[src/rtl/vinsn_launcher_pkg.sv]
// Shared types for the vector instruction launcher: decoded request, unit request and slot entry.
package vinsn_launcher_pkg;

   localparam int unsigned NrSlotsDefault = 4;
   localparam int unsigned SlotIdW        = $clog2(NrSlotsDefault);

   typedef logic [4:0]         vreg_t;
   typedef logic [4:0]         insn_id_t;
   typedef logic [SlotIdW-1:0] slot_id_t;

   typedef enum logic [2:0] {
      VADD = 3'd0,
      VSUB = 3'd1,
      VMUL = 3'd2,
      VAND = 3'd3,
      VOR  = 3'd4,
      VXOR = 3'd5,
      VMV  = 3'd6,
      VSE  = 3'd7
   } vop_e;

   typedef enum logic [1:0] {EW8, EW16, EW32, EW64} vew_e;

   typedef struct packed {
      vreg_t       vs1;
      vreg_t       vs2;
      vreg_t       vd;
      logic [1:0]  use_vs;
      vop_e        vop;
      vew_e        vew;
      logic [7:0]  vlB;
      logic [31:0] scalar_op;
      insn_id_t    insn_id;
      logic        flip_bit;
   } issue_req_t;

   typedef struct packed {
      issue_req_t req;
      slot_id_t   slot;
   } unit_req_t;

   typedef struct packed {
      insn_id_t   insn_id;
      vreg_t      vd;
      logic       writes;
      vreg_t      vs1;
      vreg_t      vs2;
      logic [1:0] rd_en;
   } slot_t;

endpackage

[src/rtl/vinsn_launcher_scoreboard.sv]
// In-flight slot table: register hazard detection, lowest-free allocation and completion free.
module vinsn_scoreboard
   import vinsn_launcher_pkg::*;
#(
   parameter  int unsigned NrSlots = NrSlotsDefault,
   localparam int unsigned SlotW   = $clog2(NrSlots)
) (
   input  logic             clk_i,
   input  logic             rst_i,
   input  vreg_t            chk_vs1_i,
   input  vreg_t            chk_vs2_i,
   input  vreg_t            chk_vd_i,
   input  logic [1:0]       chk_use_vs_i,
   input  logic             chk_writes_i,
   input  insn_id_t         chk_id_i,
   output logic             hazard_o,
   output logic             full_o,
   input  logic             alloc_i,
   output logic [SlotW-1:0] alloc_slot_o,
   input  logic             free_i,
   input  logic [SlotW-1:0] free_slot_i,
   output logic             free_hit_o,
   output insn_id_t         free_id_o
);

   logic [NrSlots-1:0] valid_q, valid_d;
   slot_t [NrSlots-1:0] slot_q, slot_d;
   logic found;

   // Hazards use registered occupancy only: a slot freed this cycle still blocks.
   always_comb begin
      hazard_o = 1'b0;
      for (int unsigned i = 0; i < NrSlots; i++) begin
         if (valid_q[i]) begin
            if (slot_q[i].writes &&
                ((chk_use_vs_i[0] && chk_vs1_i == slot_q[i].vd) ||
                 (chk_use_vs_i[1] && chk_vs2_i == slot_q[i].vd)))
               hazard_o = 1'b1;
            if (chk_writes_i && slot_q[i].writes && chk_vd_i == slot_q[i].vd)
               hazard_o = 1'b1;
            if (chk_writes_i &&
                ((slot_q[i].rd_en[0] && slot_q[i].vs1 == chk_vd_i) ||
                 (slot_q[i].rd_en[1] && slot_q[i].vs2 == chk_vd_i)))
               hazard_o = 1'b1;
         end
      end
   end

   always_comb begin
      alloc_slot_o = '0;
      found        = 1'b0;
      for (int unsigned i = 0; i < NrSlots; i++) begin
         if (!found && !valid_q[i]) begin
            alloc_slot_o = SlotW'(i);
            found        = 1'b1;
         end
      end
   end

   assign full_o     = &valid_q;
   assign free_hit_o = valid_q[free_slot_i];
   assign free_id_o  = slot_q[free_slot_i].insn_id;

   always_comb begin
      valid_d = valid_q;
      slot_d  = slot_q;
      if (free_i && free_hit_o) valid_d[free_slot_i] = 1'b0;
      if (alloc_i) begin
         valid_d[alloc_slot_o]        = 1'b1;
         slot_d[alloc_slot_o].insn_id = chk_id_i;
         slot_d[alloc_slot_o].vd      = chk_vd_i;
         slot_d[alloc_slot_o].writes  = chk_writes_i;
         slot_d[alloc_slot_o].vs1     = chk_vs1_i;
         slot_d[alloc_slot_o].vs2     = chk_vs2_i;
         slot_d[alloc_slot_o].rd_en   = chk_use_vs_i;
      end
   end

   always_ff @(posedge clk_i) begin
      if (rst_i) valid_q <= '0;
      else       valid_q <= valid_d;
   end

   always_ff @(posedge clk_i) begin
      slot_q <= slot_d;
   end

   free_on_valid_slot: assert property (@(posedge clk_i) disable iff (rst_i)
      free_i |-> valid_q[free_slot_i]);

endmodule

[src/rtl/vinsn_launcher.sv]
// Vector instruction launcher: hazard-checked acceptance, unit dispatch registers and commit reporting.
module vinsn_launcher
   import vinsn_launcher_pkg::*;
#(
   parameter  int unsigned NrSlots = NrSlotsDefault,
   localparam int unsigned SlotW   = $clog2(NrSlots)
) (
   input  logic             clk_i,
   input  logic             rst_i,
   input  logic             req_valid_i,
   output logic             req_ready_o,
   input  issue_req_t       issue_req_i,
   output logic             arith_valid_o,
   input  logic             arith_ready_i,
   output unit_req_t        arith_req_o,
   output logic             store_valid_o,
   input  logic             store_ready_i,
   output unit_req_t        store_req_o,
   input  logic             arith_done_valid_i,
   input  logic [SlotW-1:0] arith_done_slot_i,
   input  logic             store_done_valid_i,
   input  logic [SlotW-1:0] store_done_slot_i,
   output logic             store_done_ready_o,
   output logic             commit_valid_o,
   output insn_id_t         commit_id_o
);

   logic             to_store, tgt_free, hazard, full, accept;
   logic             free, free_hit;
   logic [SlotW-1:0] alloc_slot, free_slot;
   insn_id_t         free_id;

   logic      arith_valid_q, arith_valid_d, store_valid_q, store_valid_d;
   unit_req_t arith_req_q, arith_req_d, store_req_q, store_req_d;
   logic      commit_valid_q, commit_valid_d;
   insn_id_t  commit_id_q, commit_id_d;

   assign to_store    = (issue_req_i.vop == VSE);
   assign tgt_free    = to_store ? (!store_valid_q || store_ready_i)
                                 : (!arith_valid_q || arith_ready_i);
   assign req_ready_o = !hazard && !full && tgt_free;
   assign accept      = req_valid_i && req_ready_o;

   // Arith completions always win; the store unit holds its done until accepted.
   assign store_done_ready_o = !arith_done_valid_i;
   assign free      = arith_done_valid_i || store_done_valid_i;
   assign free_slot = arith_done_valid_i ? arith_done_slot_i : store_done_slot_i;

   vinsn_scoreboard #(.NrSlots(NrSlots)) i_scoreboard (
      .clk_i        (clk_i),
      .rst_i        (rst_i),
      .chk_vs1_i    (issue_req_i.vs1),
      .chk_vs2_i    (issue_req_i.vs2),
      .chk_vd_i     (issue_req_i.vd),
      .chk_use_vs_i (issue_req_i.use_vs),
      .chk_writes_i (!to_store),
      .chk_id_i     (issue_req_i.insn_id),
      .hazard_o     (hazard),
      .full_o       (full),
      .alloc_i      (accept),
      .alloc_slot_o (alloc_slot),
      .free_i       (free),
      .free_slot_i  (free_slot),
      .free_hit_o   (free_hit),
      .free_id_o    (free_id)
   );

   always_comb begin
      arith_valid_d  = arith_valid_q && !arith_ready_i;
      arith_req_d    = arith_req_q;
      store_valid_d  = store_valid_q && !store_ready_i;
      store_req_d    = store_req_q;
      commit_valid_d = free && free_hit;
      commit_id_d    = free_id;
      if (accept) begin
         if (to_store) begin
            store_valid_d = 1'b1;
            store_req_d   = '{req: issue_req_i, slot: alloc_slot};
         end else begin
            arith_valid_d = 1'b1;
            arith_req_d   = '{req: issue_req_i, slot: alloc_slot};
         end
      end
   end

   always_ff @(posedge clk_i) begin
      if (rst_i) begin
         arith_valid_q  <= 1'b0;
         store_valid_q  <= 1'b0;
         commit_valid_q <= 1'b0;
      end else begin
         arith_valid_q  <= arith_valid_d;
         store_valid_q  <= store_valid_d;
         commit_valid_q <= commit_valid_d;
      end
   end

   always_ff @(posedge clk_i) begin
      arith_req_q <= arith_req_d;
      store_req_q <= store_req_d;
      commit_id_q <= commit_id_d;
   end

   assign arith_valid_o  = arith_valid_q;
   assign arith_req_o    = arith_req_q;
   assign store_valid_o  = store_valid_q;
   assign store_req_o    = store_req_q;
   assign commit_valid_o = commit_valid_q;
   assign commit_id_o    = commit_id_q;

endmodule

[config.mk]
export PLATFORM = sky130hd
export DESIGN_NAME = vinsn_launcher
export DESIGN_NICKNAME = d
export VERILOG_FILES = /design/src/rtl/vinsn_launcher_pkg.sv /design/src/rtl/vinsn_launcher_scoreboard.sv /design/src/rtl/vinsn_launcher.sv
export SDC_FILE = /design/constraint.sdc
export NUM_CORES = 1
export LEC_CHECK = 0
export ABC_AREA = 1
export CAP_MARGIN = 10
export CORE_ASPECT_RATIO = 0.5
export CORE_MARGIN = 1
export CORE_UTILIZATION = 50
export DETAILED_ROUTE_END_ITERATION = 6
export GPL_ROUTABILITY_DRIVEN = 0
export PLACE_DENSITY = 0.84
export SLEW_MARGIN = 20
export SYNTH_ARGS = -nofsm -noshare
export SYNTH_HDL_FRONTEND = slang
export SYNTH_SLANG_ARGS = --single-unit
[constraint.sdc]
create_clock -name clk_i -period 4.15 [get_ports clk_i]
set_input_delay 0.83 -clock clk_i [delete_from_list [all_inputs] [get_ports clk_i]]
set_output_delay 0.83 -clock clk_i [all_outputs]
set_load 0.02 [all_outputs]
==> impl_metrics.toml <==
[power_and_ir_drop]
p_leak_uw = 0.00510
vdd_drop_max_v = 0.000343
powerDensity_nw_per_um2 = 428

[route]
post_drt_via_cell_ratio = 5.14
routed_wl_um = 23500
dr.first_iter.drc_count = 864
ant_nets = 0
wire_per_inst_um = 18.1
num_vias = 6663
drc = 7
firstDrtPassIters = 7

[logic_synthesis]
ys.flop_type = "edfxtp_1"
synth_top_cell_area_share = 0.734
synth_top_family_by_area = "simple AND/OR/NAND/NOR gates"
synth_enable_flop_cells = 232
async_flop_share = 0
yosys_warnings = 0
synth.area.mux_share = 0
ys_types = 31
synthesis.area_um2 = 9490
synth-seq-area-share = 0.760
yosys.area.top_type = "edfxtp_1"
ys_seq_elements = 244
syn_nets = 829
synth-xor-area-share = 0.0175
synth.area.top_cells = "edfxtp_1, nand2_1, nor2_1"
synth_compound_gate_area_share = 0.0287
yosys.area_share.simple = 0.153
synth_fa_ha_area_frac = 0
syn_inst = 750
avgSynthCellArea_um2 = 12.7

[clock_network]
cts_tree = "built"
path_clk_slew_ns = 0.06
cts_inserted_buffers = 22
postCtsSetupRepairBufs = 0
clockBufferDepth = 3
clk_latency_ns = 0.52
htreeDepth = 1
root_buffer = "clkbuf_16"
cts_resized = 0
cts_hold_buf = 0
clock-sinks = 244

[grt]
grt_overflow = 0
grt_pass1_vias = 6558
grt_pass1_wl_um = 36000
grt_max_degree = 71
antenna_found_initial = 0
grt_use_total = 0.241

[final_layout]
finish.utilization = 0.707
num-fill-cells = 1264
final_net_count = 1101
fin_cells = 1297
final_area_um2 = 13100
n_antenna_cell = 0
syn_to_final_growth_pct = 37.7
final_cell_mix = "edfxtp_1, clkdlybuf4s50_1, nand2_1, nor2_1, inv_1"
layout-drive-gt1-share = 0.0819
layout_commonest_cell = "edfxtp_1"

[placed_design]
port_buffers = 228
pre_cts_ws_ns = 0.218
place_hpwl_um = 16200
dp.cells = 1257
place_area_um2 = 12300

[timing]
fin_tns_setup_ns = 0
rsz0062_at_grt = "no"
fin_crit_sh = 0.882
slew_headroom = 0.715
max_freq_mhz = 273
setup_viol = 0
hold_violations = 0
min_period_ns = 3.66
clock_skew_ns = 0.0161
slew_viol_final = 0
worst_slack_ns = 0.491
tightestPinTransition_ns = 0.428

[run_status]
violations = "design-rule violations"
status = "complete, but fails checks"

[die]
fp.coreArea_um2 = 18500
io_pins = 229
die_w_um = 197
floorplan.die.height_um = 99.4
dieArea_um2 = 19600
start_util = 0.513
placementRows = 35

[worst_setup_path]
r2r_setup_slack_ns = 1.51
endpoint_kind = "output pin"
critPathMaxFanout = 5
cp.required_ns = 3.32
crit_type = "in2out"
start_kind = "input pin"
cp.arrival_ns = 2.83

[job]
drv_cap = 0

[min_path]
min-delay-path-class = "reg2reg"
cell families after synthesis:
kind of cell / Yosys count
buf+inv: 91
flops: 244
xor+xnor: 19
simple gates: 351
compound gates: 45
critical path: stages:
cell             delay (ns)
clkdlybuf4s50_1        0.60
inv_1                  0.16
o21ai_0                0.25
nor2_1                 0.07
nand3_1                0.09
nand2_1                0.08
nand2_1                0.06
nand2_1                0.09
nand2_1                0.10
nand2_2                0.08
nor3_1                 0.13
dlymetal6s2s_1         0.29
synth_stat cells (2+ instances only):
library cell  instances
edfxtp_1            232
nand2_1             206
nor2_1               89
inv_1                76
nand3_1              34
xor2_1               19
o21ai_0              18
dfxtp_1              12
a21oi_1               9
o21ai_1               8
a22oi_1               6
nand4_1               6
buf_6                 4
inv_2                 4
nor3_1                4
buf_4                 3
inv_4                 3
nor2_4                3
or2_2                 2
metrics by stage:
stage	hold slack [ns]	total power, µW
floorplan	0.435	3190
global placement	0.445	3520
detailed placement	0.450	3540
CTS	0.466	5610
global route	0.502	5750
finish	0.463	5590
sequential cells by signal, indices dropped and copies added (netlist names):
name,flops
i_scoreboard.slot_q,92
arith_req_o,70
store_req_o,70
commit_id_o,5
i_scoreboard.valid_q,4
arith_valid_o,1
commit_valid_o,1
store_valid_o,1
layer usage:
metal / global-route usage / up-vias / share of wire / wire (µm)
met1: 0.325 / 3107 / 0.40 / 9310
met2: 0.404 / 383 / 0.48 / 11300
met3: 0.0465 / 91 / 0.088 / 2060
li1: - / 3082 / - / -
met4: 0.0704 / 0 / 0.035 / 820
met5: 0 / - / 0 / 0
final timing paths:
check	from	endpoint	cells past startpoint
hold reg to reg	i_scoreboard.slot_q[65]$_DFFE_PP_	commit_id_o[1]$_DFF_P_	2
hold / removal	i_scoreboard.slot_q[65]$_DFFE_PP_	commit_id_o[1]$_DFF_P_	2
setup reg to reg	i_scoreboard.slot_q[62]$_DFFE_PP_	store_req_o[1]$_DFFE_PP_	14
setup / recovery	issue_req_i[58]	req_ready_o	12
area by class of cell:
class                      instances  area, µm²  share of cell area
clock buffer                      29        607              0.0464
clock inverter                    11        139              0.0106
inverter                          83        320              0.0245
multi-input combinational        415       1890               0.145
sequential                       244       7210               0.551
tap                              259        324              0.0248
timing repair buffer             256       2580               0.198
power by group:
| group | switching, µW | internal (µW) | leakage (µW) |
|---|---|---|---|
| combinational | 361 | 262 | 0.00248 |
| sequential | 41.0 | 2830 | 0.00225 |
| clock | 878 | 1220 | 0.000369 |
Power figures use the tool's default switching activity.
